--- src/rtl/imem_loader_fetch_pkg.sv ---
// Shared types and constants for the instruction-memory loader/fetch block.
package imem_pkg;

  localparam logic [31:0] IMEM_NOP      = 32'h0000_0000;
  localparam logic [31:0] IMEM_RESET_PC = 32'hFFFF_FFFC;

  typedef enum logic [1:0] {
    IDLE = 2'd0,
    LOAD = 2'd1,
    RUN  = 2'd2
  } imem_state_t;

  typedef struct packed {
    logic [31:0] instr;
    logic        valid;
    logic        fault;
  } fetch_rsp_t;

  // True when the packer would be left holding a partial word after this cycle.
  function automatic logic partial_after(input logic [1:0] idx, input logic accept);
    logic [1:0] idx_next;
    idx_next = idx + 2'(accept);
    return idx_next != 2'd0;
  endfunction

endpackage

--- src/rtl/imem_loader_fetch_byte_packer.sv ---
// Packs a big-endian byte stream into 32-bit words; first byte lands in bits 31:24.
module byte_packer (
  input  logic        clk,
  input  logic        rst,
  input  logic        accept,
  input  logic        clear,
  input  logic [7:0]  byte_in,
  output logic        word_done,
  output logic [31:0] word,
  output logic [1:0]  byte_idx
);

  logic [23:0] hold;

  always_ff @(posedge clk) begin
    if (rst || clear) begin
      byte_idx <= 2'd0;
      hold     <= 24'd0;
    end else if (accept) begin
      byte_idx <= byte_idx + 2'd1;
      hold     <= {hold[15:0], byte_in};
    end
  end

  // The completed word includes the byte being accepted this cycle.
  assign word_done = accept && (byte_idx == 2'd3);
  assign word      = {hold, byte_in};

endmodule

--- src/rtl/imem_loader_fetch.sv ---
// Instruction memory: byte-stream program loader plus registered single-cycle fetch port.
//
// state | meaning
// IDLE  | after reset, waiting for a load request
// LOAD  | accepting program bytes into memory
// RUN   | answering CPU fetches from the loaded words
module imem_loader_fetch
  import imem_pkg::*;
#(
  parameter  int DEPTH = 64,
  localparam int AW    = $clog2(DEPTH)
) (
  input  logic          clk,
  input  logic          rst,
  input  logic          load_en,
  input  logic          load_valid,
  input  logic [7:0]    load_byte,
  output logic          load_ready,
  output logic          load_err,
  output logic [AW:0]   word_count,
  input  logic [31:0]   pc,
  output logic [31:0]   instr,
  output logic          instr_valid,
  output logic          fault
);

  localparam logic [AW:0] FULL_COUNT = (AW + 1)'(DEPTH);

  imem_state_t state, state_nxt;

  logic          accept;
  logic          enter_load;
  logic          exit_load;
  logic          overflow;
  logic          partial_exit;
  logic          word_done;
  logic [31:0]   packed_word;
  logic [1:0]    byte_idx;
  logic [31:0]   mem [DEPTH];
  logic [AW-1:0] waddr;
  fetch_rsp_t    rsp_d, rsp_q;

  always_ff @(posedge clk) begin
    if (rst) state <= IDLE;
    else     state <= state_nxt;
  end

  always_comb begin
    state_nxt = state;
    case (state)
      IDLE:    if (load_en)  state_nxt = LOAD;
      LOAD:    if (!load_en) state_nxt = RUN;
      RUN:     if (load_en)  state_nxt = LOAD;
      default: state_nxt = IDLE;
    endcase
  end

  always_comb begin
    load_ready = (state == LOAD) && (word_count < FULL_COUNT);
  end

  assign accept       = load_valid && load_ready;
  assign enter_load   = (state != LOAD) && load_en;
  assign exit_load    = (state == LOAD) && !load_en;
  assign overflow     = (state == LOAD) && load_valid && (word_count == FULL_COUNT);
  assign partial_exit = exit_load && partial_after(byte_idx, accept);

  byte_packer u_packer (
    .clk       (clk),
    .rst       (rst),
    .accept    (accept),
    .clear     (enter_load || exit_load),
    .byte_in   (load_byte),
    .word_done (word_done),
    .word      (packed_word),
    .byte_idx  (byte_idx)
  );

  always_ff @(posedge clk) begin
    if (rst || enter_load) begin
      word_count <= '0;
      load_err   <= 1'b0;
    end else begin
      if (word_done)                word_count <= word_count + 1'b1;
      if (overflow || partial_exit) load_err   <= 1'b1;
    end
  end

  // Contents survive reset; fetches beyond word_count never see stale words.
  always_ff @(posedge clk) begin
    if (word_done) mem[word_count[AW-1:0]] <= packed_word;
  end

  assign waddr = pc[AW+1:2];

  always_comb begin
    rsp_d = '{instr: IMEM_NOP, valid: 1'b0, fault: 1'b0};
    if (state == RUN) begin
      if (pc == IMEM_RESET_PC) begin
        rsp_d.fault = 1'b0;
      end else if (pc[1:0] != 2'b00) begin
        rsp_d.fault = 1'b1;
      end else if ((pc[31:AW+2] != '0) || ({1'b0, waddr} >= word_count)) begin
        rsp_d.fault = 1'b1;
      end else begin
        rsp_d.instr = mem[waddr];
        rsp_d.valid = 1'b1;
      end
    end
  end

  always_ff @(posedge clk) begin
    if (rst) rsp_q <= '{instr: IMEM_NOP, valid: 1'b0, fault: 1'b0};
    else     rsp_q <= rsp_d;
  end

  // A response sampled in the last RUN cycle must not leak into LOAD.
  assign instr       = (state == RUN) ? rsp_q.instr : IMEM_NOP;
  assign instr_valid = (state == RUN) && rsp_q.valid;
  assign fault       = (state == RUN) && rsp_q.fault;

endmodule

--- config.mk ---
export PLATFORM = sky130hd
export DESIGN_NAME = imem_loader_fetch
export DESIGN_NICKNAME = d
export VERILOG_FILES = /design/src/rtl/imem_loader_fetch_pkg.sv /design/src/rtl/imem_loader_fetch_byte_packer.sv /design/src/rtl/imem_loader_fetch.sv
export SDC_FILE = /design/constraint.sdc
export NUM_CORES = 2
export LEC_CHECK = 0
export ABC_AREA = 0
export BUFFER_PORTS_ARGS = -buffer_cell sky130_fd_sc_hd__buf_4
export CAP_MARGIN = 25
export CORE_ASPECT_RATIO = 0.9
export CORE_UTILIZATION = 50
export DETAILED_ROUTE_END_ITERATION = 7
export GPL_TIMING_DRIVEN = 0
export PLACE_DENSITY = 0.75
export SETUP_SLACK_MARGIN = 0.02
export SLEW_MARGIN = 20
export SYNTH_ARGS = -nofsm -noshare
export SYNTH_HDL_FRONTEND = slang
export SYNTH_SLANG_ARGS = --single-unit
--- constraint.sdc ---
create_clock -name clk -period 4.91 [get_ports clk]
set_input_delay 0.982 -clock clk [delete_from_list [all_inputs] [get_ports clk]]
set_output_delay 0.982 -clock clk [all_outputs]
set_load 0.01 [all_outputs]
==> impl_results.md <==
* DIE WIDTH at 428.3 um
* Avg WL per Cell at 32.61 um
* Sink Count at 2,118
* Cell area after synthesis at 81,770 um2
* Initial antenna violation count at 10
* CTS Buf Count at 193
* Filler cells at 11,340
* CTS Buffer Depth at 3
* Final ANT Viol Nets at 0
* Total number of vias at 44,120
* Post-synth cell types at 65
* Register Area at 62,990 um2
* CP Data Required Time at 5.52 ns
* Slew HR at 12.80%
* Slowest CP cell: nor3_1
* Die height at 385.6 um
* Final Hold Vio Count at 0
* Startpoint types: input port
* Initial Utilization at 50.46%
* Clock Latency Late Sink at 0.84 ns
* Final Critical Period at 4.333 ns
* Cell leakage power at 0.02922 uW
* Post-route DRC violation count at 0
* Post CTS Setup Buffer Count at 0
* Seq/Total Area, Yosys at 76.92%
* Max Fclk at 230.8 MHz
* GRT Util Overall at 26.91%
* Vias in the first global route at 43,150
* Largest net degree at the start of global routing at 67
* Crit-path max cell delay at 1.03 ns
* Top delay family on crit path: simple AND/OR/NAND/NOR gates
* Power Total at 35,660 uW
* Setup CP Type: in -> reg
* Worst setup EP type: flop
* Gpl congestion at 0.9727
* Yosys reg bits at 2,118
* Fraction of registers with async set/reset at 0%
* Via density at 6.441
* Met1 WL at 80.21 mm
* Final #Nets at 4,610
* Multi-input gate area at 18,080 um2
* Routed wl met2 at 103.8 mm
* Hold buffer count at CTS at 0
* Setup WS pre-CTS at 0.1231 ns
* Area after DPL at 87,760 um2
* Fin area at 93,920 um2
* Metal3 WL at 25.32 mm
* Post-synth EDFFs at 2,048
* VDD IR max at 0.3307 mV
* Layout cells sized above 1 at 24.70%
* Leading cell types in the layout, fill and taps excluded: edfxtp_1 (2,048), mux2i_1 (313), mux4_2 (263)
* IO buf count at 85
* Htree depth at 4
* Die ar. at 165,200 um2
* Syn nets at 4,237
* Reg-to-reg setup timing slack at 1.35 ns
* Post-route clock period utilization at 88.24%
* Resized Gates After CTS at 0
* Worst-margin pin slew at 1.298 ns
* Gr ovfl total at 0
* Worst Path Buf+Inv at 4
* Area growth syn-to-layout at 14.86%
* DRT Pass-1 Iters at 6
* DR iter-0 viols at 6,928
* Post-Syn Instances at 4,181
* Final worst slack at 0.5774 ns
* I/O pin count at 87
* Commonest non-fill, non-tap cell in the layout: edfxtp_1
* Final WL at 223.3 mm
* Max Clock Skew at 0.02764 ns
* Post-DP HPWL at 146.0 mm
* Worst hold path class: in -> reg
* Status: finished clean
* Avg Cell Area, Syn at 19.56 um2
* Root Buffer: clkbuf_16
* First-pass GRT wire length at 313.9 mm
* Clock Pin Slew Worst Setup and Hold Paths at 0.06 ns
* Fin. max-slew vios at 0
* Clock tree from TritonCTS: yes
* Max Cap Viol at 0
* RSZ-0062 raised after global routing: false
* Pwr Density at 379.7 nW/um2
* Top layer in use: met5
* Final setup vio count at 0
* Most used DFF post-synth: edfxtp_1
* CP Max Fanout at 10
* Crit path cell chain: buf_4 -> buf_2 -> buf_4 -> nor2b_1 -> buf_1 -> a22o_1 -> nor3_1 -> nor3_1 -> o32ai_2
* Critical path arrival at 4.95 ns
* Core area at 162,000 um2
* FP Rows at 140
* Ys Warns at 0
-- routing by layer --
metal / vias up / GRT usage (%)
met5: - / 0
met4: 4 / 15.34
met3: 560 / 5.863
met2: 2909 / 42.07
met1: 22740 / 35.23
li1: 17900 / -
-- synthesized netlist by cell type, types with 16 or more instances --
cell type  count  share of area [%]
mux2i_1      313                3.8
buf_2         89               0.54
a22oi_1       94               0.86
o211ai_1      31               0.28
and3_1        65               0.50
a21oi_1       61               0.37
clkbuf_1     108               0.50
o32ai_2       30               0.60
nor3_1        96               0.59
nand2_1      158               0.73
a22o_1        31               0.33
nand4_1       39               0.30
buf_6         16               0.22
a221oi_1      31               0.33
mux2_2       185                2.5
mux4_2       263                7.2
nand3_1       45               0.28
edfxtp_1    2048                 75
buf_4         24               0.22
and2_1        34               0.26
o21ai_0       33               0.20
nor2_1        85               0.39
dfxtp_1       70                1.7
o22ai_1      124               0.95
-- logic make-up after synthesis --
logic type | Yosys count | share of synthesized area, %
xor+xnor | 6 | 0.06427
flops | 2118 | 76.92
simple gates | 565 | 3.431
mux | 762 | 13.64
buf+inv | 263 | 1.601
fa+ha+maj | 12 | 0.1836
compound gates | 455 | 4.159
-- flip-flops by register name, summed over array words and instances, names as in the netlist --
register           cells
mem                 2048
word_count             7
load_err               1
state                  2
u_packer.hold         24
u_packer.byte_idx      2
rsp_q                 34
-- through the flow --
stage / hold WS [ns] / instances / utilization [%] / TNS [ns]
6_report: 0.3386 / 6849 / 57.96 / 0
4_1_cts: 0.2892 / 6842 / 57.91 / 0
2_1_floorplan: 0.4414 / 4181 / - / 0
3_3_place_gp: 0.4601 / 6396 / 52.50 / -860.01
3_5_place_dp: 0.4839 / 6485 / 54.16 / 0
5_1_grt: 0.3324 / 6846 / 57.96 / 0
-- worst register-to-register path, stage by stage (launching register included) --
cell and delay, ns:
dfxtp_1 0.38, and2b_1 0.22, nand3b_2 0.24, inv_1 0.27, buf_2 0.29, nand3_2 0.69, nor2_4 0.89, buf_16 0.25
-- layout make-up --
type	instances	share of cell area [%]
sequential	2118	67.07
clock buffer	254	5.523
multi-input combinational	1800	19.26
antenna	3	0.007993
timing repair buffer	178	2.972
buffer	248	1.336
tap	2130	2.838
clock inverter	103	0.9405
inverter	15	0.05995
-- report_power, final --
group          leakage, uW  internal [uW]  total [uW]  switching (uW)
Sequential          0.0183          19600       19600            21.0
Clock              0.00297           8090       14700            6590
Combinational      0.00790            442        1380             938
-- final timing paths --
path	from	end	depth (start not counted)
min	load_en	state[1]	2
min reg2reg	state[1]	state[0]	1
max	pc[4]	rsp_q[21]	9
max reg2reg	state[0]	mem[9][29]	7
Power figures use the tool's default switching activity.
